$ cat src/rtl/rst_seq_ctrl.sv
// Staged reset release to NUM_DOM domains after chip reset, soft-reset request or watchdog trip.
// Optional watchdog restart enabled by defining RST_WDOG_EN (adds wdog_kick port).
module rst_seq_ctrl #(
   parameter int NUM_DOM  = 3,
   parameter int NUM_REQ  = 2,
   parameter int HOLD_CYC = 16,
   parameter int WDOG_CYC = 4096
) (
   input  logic                               clk,
   input  logic                               rst_n,
   input  logic [NUM_REQ-1:0]                 soft_req,
`ifdef RST_WDOG_EN
   input  logic                               wdog_kick,
`endif
   output logic [NUM_REQ-1:0]                 soft_ack,
   output logic [NUM_DOM-1:0]                 dom_rst_n,
   output logic                               seq_busy,
   output logic                               seq_done,
   output logic [$clog2(NUM_REQ+2)-1:0]       last_src
);

   localparam int SW = $clog2(NUM_REQ + 2);
   localparam int IW = (NUM_DOM > 1) ? $clog2(NUM_DOM) : 1;
   localparam int RW = (NUM_REQ > 1) ? $clog2(NUM_REQ) : 1;
   localparam logic [7:0]    HOLD_LAST = 8'(HOLD_CYC - 1);
   localparam logic [IW-1:0] DOM_LAST  = IW'(NUM_DOM - 1);

   typedef enum logic [1:0] {ST_HOLD, ST_REL, ST_IDLE} state_e;

   state_e             state_q, state_d;
   logic [7:0]         cnt_q, cnt_d;
   logic [IW-1:0]      idx_q, idx_d;
   logic [NUM_DOM-1:0] dom_q, dom_d;
   logic               busy_q, busy_d;
   logic               done_q, done_d;
   logic [NUM_REQ-1:0] ack_q, ack_d;
   logic [SW-1:0]      src_q, src_d;
   // run_q holds off counting on the first edge after rst_n so that edge acts as E0
   logic               run_q, run_d;

   logic               req_any;
   logic [RW-1:0]      win;
   logic               wdog_trip;

   always_comb begin
      win = '0;
      for (int i = NUM_REQ - 1; i >= 0; i--) begin
         if (soft_req[i]) win = RW'(i);
      end
   end

   assign req_any = |soft_req;

`ifdef RST_WDOG_EN
   logic [15:0] wcnt_q, wcnt_d;

   assign wdog_trip = (wcnt_q == 16'(WDOG_CYC - 1)) && !wdog_kick;

   always_comb begin
      wcnt_d = '0;
      if (state_q == ST_IDLE && !req_any && !wdog_trip && !wdog_kick) wcnt_d = wcnt_q + 16'd1;
   end

   always_ff @(posedge clk) begin
      if (!rst_n) wcnt_q <= '0;
      else        wcnt_q <= wcnt_d;
   end
`else
   assign wdog_trip = 1'b0;
`endif

   always_comb begin
      state_d = state_q;
      cnt_d   = cnt_q;
      idx_d   = idx_q;
      dom_d   = dom_q;
      busy_d  = busy_q;
      done_d  = 1'b0;
      ack_d   = '0;
      src_d   = src_q;
      run_d   = 1'b1;
      case (state_q)
         ST_HOLD, ST_REL: begin
            if (run_q) begin
               if (cnt_q == HOLD_LAST) begin
                  cnt_d        = '0;
                  dom_d[idx_q] = 1'b1;
                  if (idx_q == DOM_LAST) begin
                     state_d = ST_IDLE;
                     busy_d  = 1'b0;
                     done_d  = 1'b1;
                     idx_d   = '0;
                  end else begin
                     state_d = ST_REL;
                     idx_d   = idx_q + IW'(1);
                  end
               end else begin
                  cnt_d = cnt_q + 8'd1;
               end
            end
         end
         default: begin
            if (req_any || wdog_trip) begin
               state_d = ST_HOLD;
               cnt_d   = '0;
               idx_d   = '0;
               dom_d   = '0;
               busy_d  = 1'b1;
               if (req_any) begin
                  ack_d[win] = 1'b1;
                  src_d      = SW'(win) + SW'(1);
               end else begin
                  src_d = SW'(NUM_REQ + 1);
               end
            end
         end
      endcase
   end

   always_ff @(posedge clk) begin
      if (!rst_n) begin
         state_q <= ST_HOLD;
         cnt_q   <= '0;
         idx_q   <= '0;
         dom_q   <= '0;
         busy_q  <= 1'b1;
         done_q  <= 1'b0;
         ack_q   <= '0;
         src_q   <= '0;
         run_q   <= 1'b0;
      end else begin
         state_q <= state_d;
         cnt_q   <= cnt_d;
         idx_q   <= idx_d;
         dom_q   <= dom_d;
         busy_q  <= busy_d;
         done_q  <= done_d;
         ack_q   <= ack_d;
         src_q   <= src_d;
         run_q   <= run_d;
      end
   end

   assign dom_rst_n = dom_q;
   assign seq_busy  = busy_q;
   assign seq_done  = done_q;
   assign soft_ack  = ack_q;
   assign last_src  = src_q;

endmodule
$ cat config.mk
export PLATFORM = sky130hd
export DESIGN_NAME = rst_seq_ctrl
export DESIGN_NICKNAME = d
export VERILOG_FILES = /design/src/rtl/rst_seq_ctrl.sv
export SDC_FILE = /design/constraint.sdc
export NUM_CORES = 1
export LEC_CHECK = 0
export CORE_MARGIN = 1
export CORE_UTILIZATION = 51
export DETAILED_ROUTE_END_ITERATION = 10
export PLACE_DENSITY_LB_ADDON = 0.25
export SLEW_MARGIN = 20
export SYNTH_ARGS = -nofsm -noshare
export SYNTH_HDL_FRONTEND = slang
export SYNTH_SLANG_ARGS = --single-unit
$ cat constraint.sdc
create_clock -name clk -period 2 [get_ports clk]
set_clock_uncertainty 0.1 [all_clocks]
set_input_delay 0.4 -clock clk [delete_from_list [all_inputs] [get_ports clk]]
set_output_delay 0.4 -clock clk [all_outputs]
set_load 0.05 [all_outputs]
# Word-level counts from Yosys, hierarchy flattened
# Cells that the tools add are included.
# op_classes
addsub	3
n_lt_le_gt_ge	4
n_eq_ne	6
n_mux	30
bitwise_logic	4
reduce_logical	12
# op_table
operator	count
8-bit 2-to-1 mux	4
2-bit 2-to-1 mux	9
3-bit 2-to-1 mux	4
1-bit 2-to-1 mux	11
8-bit by 1-bit adder with 8-bit output, second input constant	1
8-bit by 4-bit equality test with 1-bit output, second input constant	1
4-bit AND reduction	2
2-bit != test, second input constant	3
2-bit AND reduction	2
2-bit OR reduction	2
4-bit OR reduction	1
2-bit by 3-bit < comparator with 1-bit output, second input constant	1
1-bit NOT	3
3-bit bitwise OR	1
3-bit AND reduction	1
1-bit by 1-bit adder with 2-bit output, second input constant	1
2-bit by 1-bit adder with 2-bit output, second input constant	1
1-bit demux with 2-bit select	1
2-bit by 1-bit equality test with 1-bit output, second input constant	1
2-bit equality test, second input constant	1
2-bit by 1-bit >= comparator with 1-bit output, second input constant	1
1-bit logical AND	2
2-bit zero test	1
1-bit by 2-bit < comparator with 1-bit output, second input constant	1
3 further kinds	3
# word_totals
regBits	22
in_bits	4
output_inout_bits	9
word_cells	68

# Logic depth before layout (Yosys ltp)
# depth
word_depth	8
ltp_mapped	5
mapped_depth_nobuf	5

# Worst setup path before layout
# No wires, ideal clock.
# synth_timing
kind	register to register
startpoint	reg cnt_q[0]
endpoint	reg dom_q[2] (netlist: dom_rst_n[2])
setup_time_ns	0.114
arrival_ns	1.186
required_ns	1.786
setup_slack_ns	0.600
stages_incl_launch_ff	6
n_path_buf	0
period_less_slack_ns	1.400
path_cell_list	dfxtp_1 ha_1 and3_1 and3_4 and3_4 a21o_1
# synth_via
elab_chain_len	3
# synth_rtl
element	line_no	rtl
start, declared	31	logic [7:0] cnt_q, cnt_d;
start signal, assigned	133	cnt_q <= cnt_d;
8-bit by 4-bit equality test with 1-bit output	85	if (cnt_q == HOLD_LAST) begin
2-bit != test (no source line)	--	
3-bit AND reduction (no source line)	--	
end signal, assigned	135	dom_q <= dom_d;
end, declared	33	logic [NUM_DOM-1:0] dom_q, dom_d;
# No other way between the ends.
# A chain may end at the register's enable or synchronous reset.

# Final worst setup path
# layout_timing
startpoint	reg src_q[0] (netlist: last_src[0])
endpoint	out last_src[0]
# layout_rtl
element	line_no	rtl
start, declared	37	logic [SW-1:0] src_q, src_d;
start signal, assigned	139	src_q <= src_d;
end, declared	19	output logic [$clog2(NUM_REQ+2)-1:0] last_src
# No word-level cell between the ends.

==> flow_metrics.env <==
export IMPL_use_met1_pct=23.5
export IMPL_start_util_pct=57.6
export IMPL_hold_buffers=0
export IMPL_synth_warnings=0
export IMPL_timing_fmax_mhz=513
export IMPL_synth_edff_count=0
export IMPL_cts_made_buffers=3
export IMPL_ioPinCount=13
export IMPL_cts_resized=0
export IMPL_grt_pass1_vias=617
export IMPL_nets=111
export IMPL_antenna_left=0
export IMPL_clockPowerShare_pct=30.0
export IMPL_drive_gt1_share_pct=11.4
export IMPL_cts_tree="yes"
export IMPL_antenna_found_initial=0
export IMPL_r2r_cells=4
export IMPL_clkSinkCount=21
export IMPL_slowest_delay_ns=0.80
export IMPL_max_cap_violations=0
export IMPL_status="finished with violations"
export IMPL_yosys_area_top_type="dfxtp_1"
export IMPL_grt_use_total_pct=17.8
export IMPL_drc=1
export IMPL_tns_ns=0
export IMPL_arrival_ns=1.45
export IMPL_intPower_uw=519
export IMPL_use_met3_pct=2.45
export IMPL_top_usage_layer="met2"
export IMPL_first_pass_iters=9
export IMPL_peakVddDrop_mv=0.401
export IMPL_cp_slowest_cell="clkdlybuf4s50_1"
export IMPL_fp_dieH_um=44.2
export IMPL_pwr_share_seq_pct=64.4
export IMPL_rsz0062_at_grt="no"
export IMPL_leakage_nw=0.491
export IMPL_p_comb_share_pct=5.6
export IMPL_timing_slew_headroom_pct=66.3
export IMPL_path_clk_slew_ns=0.11
export IMPL_core_area_sq_mm=0.00158
export IMPL_critPathCaptureType="output pin"
export IMPL_worst_slew_pin_slew_ns=0.505
export IMPL_gp_congestion=0.870
export IMPL_drt_iter0_drc=16
export IMPL_vias=700
export IMPL_dieWidth_um=44.2
export IMPL_syn_area_per_cell_sq_um=10.1
export IMPL_grt_max_degree=15
export IMPL_syn_nets=95
export IMPL_ys_seq_area_share_pct=46.3
export IMPL_crit_fanout=2
export IMPL_post_dp_hpwl_um=1230
export IMPL_critPathKind="register to output pin"
export IMPL_synth_seq_cells=21
export IMPL_synth_top_area_share_pct=46.3
export IMPL_cts_setup_buffers=0
export IMPL_use_met2_pct=29.4
export IMPL_switching_share_pct=22.3
export IMPL_numPortBuffers=12
export IMPL_worstPathCellList="clkdlybuf4s50_1"
export IMPL_dieArea_sq_mm=0.00195
export IMPL_async_reset_ff_share_pct=0
export IMPL_synthTopCellsByCount="dfxtp_1 (21), nor2_1 (9), nand2_1 (8)"
export IMPL_grt_overflow_total=0
export IMPL_p_switching_uw=149
export IMPL_violations="DRC"
export IMPL_clockRootBuffer="clkbuf_4"
export IMPL_whs_endpoint="last_src[1]"
export IMPL_avgRoutedWirePerCell_um=13.2
export IMPL_synth_cells=90
export IMPL_drt_total_wl_um=1600
export IMPL_viasPerCell=5.79
export IMPL_drv_slew=0
export IMPL_fin_crit_sh_pct=97.4
export IMPL_setup_viol_count_final=0
export IMPL_r2r_slack_ns=0.33
export IMPL_whs_path_depth=1
export IMPL_grt_pass1_wl_um=2590
export IMPL_worstSetupStartpointType="register"
export IMPL_worstSkewPairLatency_ns=0.30
export IMPL_synth_ff_type="dfxtp_1"
export IMPL_synth_top_cells_by_area="dfxtp_1 (46%), nor4_4 (4.7%), nor2_1 (3.7%)"
export IMPL_cp_required_ns=1.50
export IMPL_num_rows=14
export IMPL_syn_to_final_growth_pct=18.6
export IMPL_p_per_area_mw_per_mm2=620
export IMPL_synth_area_sq_um=908
export IMPL_final_hold_viol_count=0
export IMPL_diodes=0
export IMPL_critPathBufInv=1
export IMPL_min_delay_start="last_src[1]"
export IMPL_timing_rr_start="state_q[1]"
export IMPL_crit_family="buffers and inverters"
export IMPL_clockBufferDepth=2
export IMPL_ys_types=35
export IMPL_htreeDepth=1
export IMPL_finalCriticalPeriod_ns=1.95
export IMPL_yosysMostFrequentCell="dfxtp_1"
export IMPL_worstReg2RegEnd="cnt_q[5]"
export IMPL_holdCritPathClass="register to register"
export IMPL_finish_utilization_pct=68.3
registers in the layout, indices dropped and copies added (netlist names):
signal	cells
dom_rst_n	3
seq_busy	1
cnt_q	8
soft_ack	2
state_q	1
run_q	1
idx_q	2
last_src	2
seq_done	1
per-stage QoR:
step	hold slack, ns	cell area (sq um)	cells	worst slack [ns]	power, mW
6_report	0.365	1080	121	0.0525	0.668
5_1_grt	0.395	1080	121	0.000490	0.692
4_1_cts	0.374	1070	121	0.0268	0.674
3_5_place_dp	0.346	1040	117	0.0622	0.477
3_3_place_gp	0.337	1040	117	0.0936	0.476
2_1_floorplan	0.328	908	90	0.600	0.461
area by class of cell:
class                           instances  area, sq um
Fill cell                             133          499
Multi-Input combinational cell         67          475
Sequential cell                        21          420
Clock buffer                            4         26.3
Tap cell                               16         20.0
Timing Repair Buffer                   13          135
logic make-up (layout without fill, tap and decap cells):
group / after synthesis / in the layout / synth area share (%)
compound gates: 18 / 18 / 13.9
xor+xnor: 5 / 5 / 4.82
fa+ha+maj: 1 / 1 / 1.38
buf+inv: 2 / 17 / 1.38
flops: 21 / 21 / 46.3
mux: 1 / 1 / 1.10
simple gates: 42 / 42 / 31.1
routing by layer:
| metal | part of all wire [%] | wire, um | vias up |
|---|---|---|---|
| li1 | - | - | 356 |
| met1 | 50 | 792 | 323 |
| met2 | 45 | 715 | 19 |
| met3 | 4.0 | 64 | 2 |
| met4 | 1.4 | 23 | 0 |
| met5 | 0 | 0 | - |
power groups by stage:
stage	logic, mW	registers, mW	clock network (mW)
2_1_floorplan	0.0227	0.438	0
3_3_place_gp	0.0367	0.439	0
3_5_place_dp	0.0371	0.440	0
4_1_cts	0.0374	0.430	0.206
5_1_grt	0.0407	0.431	0.220
6_report	0.0373	0.430	0.200
how the worst max path moves through the flow:
| stage | start | end | slack (ns) | cells after the start |
|---|---|---|---|---|
| final | last_src[0] | last_src[0] | 0.05 | 1 |
| after CTS | dom_rst_n[0] | dom_rst_n[0] | 0.03 | 1 |
| after global placement | soft_req[1] | cnt_q[5] | 0.09 | 5 |
| after global routing | last_src[1] | last_src[1] | 0.0005 | 1 |
| after detailed placement | soft_req[0] | cnt_q[5] | 0.06 | 5 |
| after floorplan | cnt_q[0] | dom_rst_n[2] | 0.60 | 5 |
layout by cell type, fill, tap and decap left out:
cell	netlist	final
and2b_1	1	1
a32o_1	2	2
buf_4	1	1
nand4_1	2	2
and4_1	1	1
nor2_1	9	9
clkbuf_1	0	1
a22oi_1	1	1
nor3_1	1	1
nand3_1	2	2
xnor2_1	3	3
nand3_2	1	1
a21o_1	4	4
a311oi_1	1	1
and2_1	2	2
o21ai_0	2	2
nor4_4	2	2
dfxtp_1	21	21
nor2b_1	3	3
nand2_1	8	8
ha_1	1	1
xor2_1	2	2
and4b_1	1	1
mux2i_1	1	1
o21ai_1	1	1
clkdlybuf4s50_1	0	9
and3_1	2	2
or3b_1	1	1
a21oi_1	4	4
o22ai_1	1	1
o2111ai_1	1	1
nand2b_1	1	1
dlymetal6s2s_1	0	3
o211a_1	1	1
clkbuf_4	0	3
nor2_2	1	1
nor3b_2	2	2
and3_4	2	2
(Power assumes the default switching activity.)
